--- config.mk ---
export PLATFORM = sky130hd
export DESIGN_NAME = seg7_scan_controller
export DESIGN_NICKNAME = d
export VERILOG_FILES = /design/src/rtl/seg7_scan_controller.sv
export SDC_FILE = /design/constraint.sdc
export NUM_CORES = 1
export LEC_CHECK = 0
export ABC_AREA = 1
export BUFFER_PORTS_ARGS = -buffer_cell sky130_fd_sc_hd__buf_2
export CAP_MARGIN = 30
export CORE_MARGIN = 2
export CORE_UTILIZATION = 50
export DETAILED_ROUTE_END_ITERATION = 7
export PLACE_DENSITY = 0.81
export SETUP_SLACK_MARGIN = 0.4
export SLEW_MARGIN = 30
export SYNTH_ARGS = -nofsm -noshare
export SYNTH_HDL_FRONTEND = slang
export SYNTH_SLANG_ARGS = --single-unit
--- constraint.sdc ---
create_clock -name clk -period 2 [get_ports clk]
set_input_delay 0.1 -clock clk [delete_from_list [all_inputs] [get_ports clk]]
set_output_delay 0.1 -clock clk [all_outputs]
set_load 0.01 [all_outputs]
--- src/rtl/seg7_scan_controller.sv ---
// seg7_scan_controller
//   Time-multiplexed scan controller for a multi-digit common-anode 7-segment
//   display.  One shared BCD-to-7-segment converter is fed a nibble per digit
//   slot through bcd_sel, while the active-low anode enables step in lockstep.
//   Each digit slot is a short all-dark BLANK phase (anti-ghosting) followed by
//   a SHOW phase.  Processor writes land in a shadow register and are applied
//   only at a frame boundary, so a frame never mixes old and new digits.
//
//   Optional feature macro: LEADING_ZERO_BLANK_EN
//     defined   -> digits above the most significant nonzero digit are driven
//                  as blank (4'hF); digit 0 is always shown.
//     undefined -> every digit is shown as stored.
//
//   state | meaning
//   ------+------------------------------------------------------------
//   IDLE  | scanning disabled, all anodes off, counter and digit cleared
//   BLANK | leading part of a digit slot, all anodes off
//   SHOW  | current digit's anode on, its nibble driven on bcd_sel
module seg7_scan_controller #(
  parameter int NUM_DIGITS   = 4,
  parameter int CLK_DIV      = 50000,
  parameter int BLANK_CYCLES = 16,
  localparam int DIG_W = (NUM_DIGITS > 1) ? $clog2(NUM_DIGITS) : 1,
  localparam int CNT_W = (CLK_DIV > 1) ? $clog2(CLK_DIV) : 1
) (
  input  logic                    clk,
  input  logic                    rst_n,
  input  logic                    enable,
  input  logic                    load,
  input  logic [4*NUM_DIGITS-1:0] value_in,
  output logic [3:0]              bcd_sel,
  output logic [NUM_DIGITS-1:0]   an_n,
  output logic [DIG_W-1:0]        digit_idx,
  output logic                    frame_done
);

  localparam logic [1:0] ST_IDLE  = 2'd0;
  localparam logic [1:0] ST_BLANK = 2'd1;
  localparam logic [1:0] ST_SHOW  = 2'd2;

  localparam logic [CNT_W-1:0] BLANK_LAST = CNT_W'(BLANK_CYCLES - 1);
  localparam logic [CNT_W-1:0] SHOW_LAST  = CNT_W'(CLK_DIV - BLANK_CYCLES - 1);
  localparam logic [DIG_W-1:0] DIG_LAST   = DIG_W'(NUM_DIGITS - 1);
  localparam logic [3:0]       NIB_BLANK  = 4'hF;

  logic [1:0]              state_q, state_d;
  logic [CNT_W-1:0]        cnt_q, cnt_d;
  logic [DIG_W-1:0]        digit_q, digit_d;
  logic [4*NUM_DIGITS-1:0] display_q, display_d;
  logic [4*NUM_DIGITS-1:0] pending_q, pending_d;
  logic                    pending_valid_q, pending_valid_d;
  logic [NUM_DIGITS-1:0]   an_n_q, an_n_d;
  logic [3:0]              bcd_sel_q, bcd_sel_d;
  logic                    frame_done_q, frame_done_d;

  logic                    frame_end;
  logic [3:0]              nib_sel;
  logic                    digit_shown;

  // Last SHOW cycle of the last digit: the frame boundary for shadow transfer.
  assign frame_end = (state_q == ST_SHOW) && (digit_q == DIG_LAST) && (cnt_q == SHOW_LAST);

  // Scan sequencing: slot phase, phase counter and current digit.
  always_comb begin
    state_d = state_q;
    cnt_d   = cnt_q;
    digit_d = digit_q;
    if (!enable) begin
      state_d = ST_IDLE;
      cnt_d   = '0;
      digit_d = '0;
    end else begin
      case (state_q)
        ST_IDLE: begin
          state_d = ST_BLANK;
          cnt_d   = '0;
          digit_d = '0;
        end
        ST_BLANK: begin
          if (cnt_q == BLANK_LAST) begin
            state_d = ST_SHOW;
            cnt_d   = '0;
          end else begin
            cnt_d = cnt_q + CNT_W'(1);
          end
        end
        ST_SHOW: begin
          if (cnt_q == SHOW_LAST) begin
            state_d = ST_BLANK;
            cnt_d   = '0;
            digit_d = (digit_q == DIG_LAST) ? '0 : digit_q + DIG_W'(1);
          end else begin
            cnt_d = cnt_q + CNT_W'(1);
          end
        end
        default: begin
          state_d = ST_IDLE;
          cnt_d   = '0;
          digit_d = '0;
        end
      endcase
    end
  end

  // Shadow handling: direct writes when idle, deferred writes while scanning.
  always_comb begin
    display_d       = display_q;
    pending_d       = pending_q;
    pending_valid_d = pending_valid_q;
    if (state_q == ST_IDLE) begin
      // Nothing is on screen, so there is nothing to tear; leftover pending
      // data from before a disable is flushed here as well.
      if (load) begin
        display_d       = value_in;
        pending_valid_d = 1'b0;
      end else if (pending_valid_q) begin
        display_d       = pending_q;
        pending_valid_d = 1'b0;
      end
    end else if (frame_end) begin
      // A load landing exactly on the boundary is newer than anything pending.
      pending_valid_d = 1'b0;
      if (load) begin
        display_d = value_in;
      end else if (pending_valid_q) begin
        display_d = pending_q;
      end
    end else if (load) begin
      pending_d       = value_in;
      pending_valid_d = 1'b1;
    end
  end

  // Nibble of the digit that will occupy the next cycle's slot.
  always_comb begin
    nib_sel = NIB_BLANK;
    for (int i = 0; i < NUM_DIGITS; i++) begin
      if (digit_d == DIG_W'(i)) begin
        nib_sel = display_q[4*i +: 4];
      end
    end
  end

`ifdef LEADING_ZERO_BLANK_EN
  logic [DIG_W-1:0] msd_idx;

  // Index of the most significant nonzero digit; 0 when the value is zero.
  always_comb begin
    msd_idx = '0;
    for (int i = 0; i < NUM_DIGITS; i++) begin
      if (display_q[4*i +: 4] != 4'h0) begin
        msd_idx = DIG_W'(i);
      end
    end
  end

  assign digit_shown = (digit_d <= msd_idx);
`else
  assign digit_shown = 1'b1;
`endif

  // Registered display outputs, computed from the next state so they line up with it.
  always_comb begin
    an_n_d       = '1;
    bcd_sel_d    = NIB_BLANK;
    frame_done_d = 1'b0;
    if (state_d == ST_SHOW) begin
      for (int i = 0; i < NUM_DIGITS; i++) begin
        an_n_d[i] = (digit_d != DIG_W'(i));
      end
      bcd_sel_d    = digit_shown ? nib_sel : NIB_BLANK;
      frame_done_d = (digit_d == DIG_LAST) && (cnt_d == SHOW_LAST);
    end
  end

  // State and output registers.
  always_ff @(posedge clk or negedge rst_n) begin
    if (!rst_n) begin
      state_q         <= ST_IDLE;
      cnt_q           <= '0;
      digit_q         <= '0;
      display_q       <= '0;
      pending_q       <= '0;
      pending_valid_q <= 1'b0;
      an_n_q          <= '1;
      bcd_sel_q       <= NIB_BLANK;
      frame_done_q    <= 1'b0;
    end else begin
      state_q         <= state_d;
      cnt_q           <= cnt_d;
      digit_q         <= digit_d;
      display_q       <= display_d;
      pending_q       <= pending_d;
      pending_valid_q <= pending_valid_d;
      an_n_q          <= an_n_d;
      bcd_sel_q       <= bcd_sel_d;
      frame_done_q    <= frame_done_d;
    end
  end

  assign an_n       = an_n_q;
  assign bcd_sel    = bcd_sel_q;
  assign digit_idx  = digit_q;
  assign frame_done = frame_done_q;

endmodule

* Word level (Yosys, flattened, before mapping)
Index checks and enable logic that the tools add are counted.
Word-level totals: output and inout bits 11, input port bits 20, word-level logic and storage cells 61, register bits 62
Operators by class: reduce and logical (&&, ||, !) cells 9, bitwise logic cells 2, $add $sub $neg 2, equal/unequal tests 13, mux-type cells 26
Operators by type and width (number):
- 16-bit 2-to-1 mux | 7
- 16-bit == test, second input constant | 2
- 16-bit one-hot mux with 2 select lines | 1
- 4-bit 2-to-1 mux | 6
- 16-bit by 1-bit adder with 16-bit output, second input constant | 1
- 16-bit by 4-bit == test with 1-bit output, second input constant | 1
- 2-bit 2-to-1 mux | 6
- 2-bit == test, second input constant | 5
- 2-bit one-hot mux with 3 select lines | 1
- 2-bit by 1-bit == test with 1-bit output, second input constant | 2
- 2-bit zero test | 2
- 1-bit 2-to-1 mux | 4
- 2-bit inequality test, second input constant | 2
- 2-bit one-hot mux with 2 select lines | 1
- 2-bit nonzero test | 2
- 1-bit logical AND | 3
- 3-bit AND reduction | 1
- 3-bit nonzero test | 1
- 2-bit by 1-bit adder with 2-bit output, second input constant | 1
- 2-bit by 1-bit inequality test with 1-bit output, second input constant | 1
- 1-bit NOT | 2

* Logic depth before layout (Yosys ltp)
depth after elaboration 11, gate-level depth with buffers 15, depth with buffers taken out 15

* Least setup slack after synthesis
Ideal clock, no wire load.
kind register to register, start point register cnt_q[0], end point register pending_q[13], setup time 0.125 ns, stages on the path, launching flop included 10, path slack 0.233 ns, buffers on the path 1, clock period less this slack 1.767 ns, arrival time 1.642 ns, data required time 1.875 ns, cell sequence dfrtp_1 ha_1 nand3_4 inv_2 nand3_1 nor2_1 nand3_1 nand3_1 buf_4 mux2_2
Between the ends: word-level cells in the longest chain between the ends 4
Ends and longest elaborated chain:
- start, declared | RTL line 47 | logic [CNT_W-1:0] cnt_q, cnt_d;
- start signal, assigned | RTL line 190 | cnt_q <= cnt_d;
- 16-bit == test | RTL line 61 | assign frame_end = (state_q == ST_SHOW) && (digit_q == DIG_LAST) && (cnt_q == SHOW_LAST);
- 1-bit logical AND | RTL line 61
- 1-bit NOT (no source line)
- 3-bit AND reduction (no source line)
- end signal, assigned | RTL line 193 | pending_q <= pending_d;
- end, declared | RTL line 50 | logic [4*NUM_DIGITS-1:0] pending_q, pending_d;
Every way passes these cells. A chain may end at the register's enable or synchronous reset.

* Worst setup path after layout
start point register cnt_q[1], end point register bcd_sel_q[0] (netlist: bcd_sel[0])
Between the ends: word-level cells in the longest chain between the ends 10, elaborated cells between the ends (all ways) 19, those cells by class eq/ne (6); mux (12); reduce/logical (1)
Ends and longest elaborated chain:
- 16-bit == test * | RTL line 88 | if (cnt_q == SHOW_LAST) begin
- 2-bit 2-to-1 mux * | RTL line 88
- 2-bit one-hot mux with 2 select lines * | RTL line 73 | case (state_q)
- 2-bit 2-to-1 mux * | RTL line 68 | if (!enable) begin
- net digit_d[0] | RTL line 48 | logic [DIG_W-1:0] digit_q, digit_d;
- 2-bit zero test | RTL line 138 | if (digit_d == DIG_W'(i)) begin
- 4-bit 2-to-1 mux (3 in a row) | RTL line 138
- 4-bit 2-to-1 mux * | RTL line 138
- 4-bit 2-to-1 mux * | RTL line 167 | if (state_d == ST_SHOW) begin
- net bcd_sel_d[0] | RTL line 53 | logic [3:0] bcd_sel_q, bcd_sel_d;
- end signal, assigned | RTL line 196 | bcd_sel_q <= bcd_sel_d;
- end, declared | RTL line 53
Mark *: on every way through the listed nets, which the timed path passes. The rest lies on a longest branch.

==> impl_metrics.env <==
export IMPL_io_buffers=30
export IMPL_dpl_hpwl_microns=4662
export IMPL_cpLargestDelayFamily="simple AND/OR/NAND/NOR gates"
export IMPL_stdcell_count=536
export IMPL_hp_class="in -> reg"
export IMPL_power_density_mw_per_mm2=640.2
export IMPL_drive_above_1_share=0.4292
export IMPL_vias=2820
export IMPL_synth_edf_count=0
export IMPL_cpMaxStageDelayCell="dfrtp_1"
export IMPL_globalplace_congestion=0.8514
export IMPL_initial_utilization=0.5113
export IMPL_avgViaCountPerCell=5.261
export IMPL_reg2regPathDepth=14
export IMPL_area_growth_pct=40.70
export IMPL_rows=29
export IMPL_r2r_slack_ps=100
export IMPL_reg2reg_to="bcd_sel[0]"
export IMPL_worst_slew_pin_slew_ps=580.7
export IMPL_cts_root_buf="clkbuf_8"
export IMPL_grt_first_pass_wirelength_microns=13140
export IMPL_setup_viol=0
export IMPL_timing_final_crit_share=0.9497
export IMPL_post_drt_wl_per_cell_microns=15.89
export IMPL_timing_rr_start="cnt_q[1]"
export IMPL_antenna_found_initial=0
export IMPL_required_ps=2290
export IMPL_finalSetupTns_ps=0
export IMPL_postSynthCellCount=374
export IMPL_dpl_cell_area_sq_mm=0.003570
export IMPL_grt_busiest_layer="met2"
export IMPL_use_met1=0.2725
export IMPL_multi_input_area_sq_mm=0.001869
export IMPL_final_cell_area_sq_mm=0.004542
export IMPL_ys_ff_latch=62
export IMPL_firstDrtPassIters=8
export IMPL_layout_commonest_cell="nand2_1"
export IMPL_crit_top_cell="nand2_4"
export IMPL_path_class="reg -> reg"
export IMPL_grt_max_degree=40
export IMPL_crit_path_max_incr_delay_ps=410
export IMPL_synth_seq_area_share=0.4837
export IMPL_register_area_sq_mm=0.001562
export IMPL_crit_buf_inv=3
export IMPL_skew_ps=9.965
export IMPL_hold_viol_final=0
export IMPL_syn_avg_cell_area_sq_um=8.631
export IMPL_io_pins=31
export IMPL_die_w_microns=84.35
export IMPL_final_cell_mix="nand2_1, dfrtp_1, inv_1"
export IMPL_clock_sinks=62
export IMPL_nNetsFinal=480
export IMPL_cp_end_kind="flop"
export IMPL_hold_path_cell_count=3
export IMPL_die_area_sq_mm=0.007115
export IMPL_placed_cells_incl_taps=477
export IMPL_critPathLaunchType="flop"
export IMPL_yosysWarnings=0
export IMPL_htreeDepth=3
export IMPL_initialDrtViolationCount=130
export IMPL_synthArstFlopShare=1.000
export IMPL_layout_min_cycle_time_ps=1899
export IMPL_cts_tree="yes"
export IMPL_peakVddDrop_uv=690.0
export IMPL_relSlewSlack=0.6129
export IMPL_clk_latency_ps=350
export IMPL_synth_cell_type_count=36
export IMPL_timing_fmax_ghz=0.5265
export IMPL_grt_ovfl_total=0
export IMPL_die_height_microns=84.35
export IMPL_use_met3=0.06490
export IMPL_hold_path_end="pending_q[0]"
export IMPL_nFillCells=434
export IMPL_antenna_cells=0
export IMPL_slew_viol_final=0
export IMPL_grt_setup_unrepaired="true"
export IMPL_grt_usage=0.2332
export IMPL_drc_errors=0
export IMPL_netlist_area_sq_mm=0.003228
export IMPL_met2_usage=0.4084
export IMPL_ant_nets=0
export IMPL_status="finished, final reports clean"
export IMPL_path_cells="ha_4 > nand3_4 > buf_6 > nor2_4 > nand2_4 > nand2_4 > nand2_2 > nand2_4 > inv_6 > nand2_4 > inv_8 > nor2_1 > o21ai_1 > nand2_1"
export IMPL_grt_pass1_vias=2870
export IMPL_clkTransAtPathRegs_ps=80
export IMPL_wirelength_microns=8517
export IMPL_cap_violations=0
export IMPL_power_leakage_nw=2.217
export IMPL_clockBufferDepth=2
export IMPL_synthFlopType="dfrtp_1"
export IMPL_coreArea_sq_mm=0.006314
export IMPL_cts_buffers=9
export IMPL_min_from="value_in[0]"
export IMPL_worstPathArrival_ps=2190
export IMPL_worstPathMaxFanout=7
export IMPL_syn_nets=400
==> power by group <==
group | total [W] | internal [W] | switching (W)
clock network | 0.000947 | 0.000444 | 0.000504
registers | 0.00148 | 0.00139 | 0.0000916
logic | 0.000479 | 0.000245 | 0.000234
==> Yosys cell counts (6+ instances only) <==
cell type / count / area, sq um
ha_1: 6 / 75.07
nor2_1: 41 / 153.9
o21ai_0: 24 / 120.1
dfrtp_1: 54 / 1351
mux2_1: 6 / 67.56
nand2_1: 81 / 304.0
nand2_2: 7 / 43.79
nand4_1: 6 / 37.54
mux2i_1: 11 / 110.1
nand3_1: 19 / 95.09
inv_1: 47 / 176.4
o21ai_1: 12 / 60.06
dfstp_2: 8 / 210.2
==> logic make-up (layout without fill, tap and decap cells) <==
group | after synthesis | count (layout) | synth area share
compound gates | 40 | 43 | 0.06667
xor+xnor | 6 | 6 | 0.01628
fa+ha+maj | 6 | 6 | 0.02326
buf+inv | 62 | 143 | 0.07829
flops | 62 | 62 | 0.4837
mux | 22 | 22 | 0.07248
simple gates | 176 | 177 | 0.2593
==> registers in the layout, indices dropped and copies added, names as in the netlist <==
register / cells
an_n: 4
bcd_sel: 4
cnt_q: 16
digit_idx: 2
display_q: 16
frame_done: 1
pending_q: 16
pending_valid_q: 1
state_q: 2
==> worst register-to-register path: stages, from the launching register on <==
cell and delay, ps:
dfrtp_1 410, ha_4 170, nand3_4 100, buf_6 150, nor2_4 110, nand2_4 100, nand2_4 100, nand2_2 90
nand2_4 120, inv_6 60, nand2_4 90, inv_8 50, nor2_1 120, o21ai_1 110, nand2_1 80
==> per-stage QoR <==
step | utilization | worst slack [ps] | hold slack (ps) | power (W)
floorplan | - | 353.2 | -195.6 | 0.001710
global placement | 0.5654 | 140.0 | 124.8 | 0.001808
detailed placement | 0.5654 | 55.27 | 126.5 | 0.001827
CTS | 0.6694 | 217.6 | 3.171 | 0.002862
global route | 0.7194 | 14.96 | 8.998 | 0.003033
finish | 0.7194 | 100.7 | 3.744 | 0.002907
==> final cells by class <==
type,instances,share of cell area
inverter,53,0.04711
tap,77,0.02121
multi-input combinational,254,0.4116
clock inverter,6,0.008540
clock buffer,10,0.02810
sequential,62,0.3438
timing repair buffer,74,0.1397
==> metal layers <==
layer  vias up  part of all wire
li1       1352                 -
met1      1372              0.38
met2        73              0.56
met3        23             0.036
met4         0             0.024
met5         -                 0
==> worst max path at each step <==
stage	start	end	slack [ps]	depth (start not counted)
2_1_floorplan	cnt_q[0]	pending_q[10]	350	9
3_3_place_gp	cnt_q[0]	display_q[5]	140	10
3_5_place_dp	cnt_q[0]	display_q[13]	60	10
4_1_cts	cnt_q[0]	bcd_sel[0]	220	13
5_1_grt	cnt_q[1]	frame_done	10	14
6_report	cnt_q[1]	bcd_sel[0]	100	14
==> timing repair <==
item                                    4_1_cts  5_1_grt
endpoints found under the setup margin       53       58
hold endpoints to repair                     28        0
hold buffers                                 14        0
setup buffers                                13        8
resized for setup                            37       80
cloned                                        7        1
pin swaps                                    11       26
No activity file was read; power rests on OpenSTA's default activity.
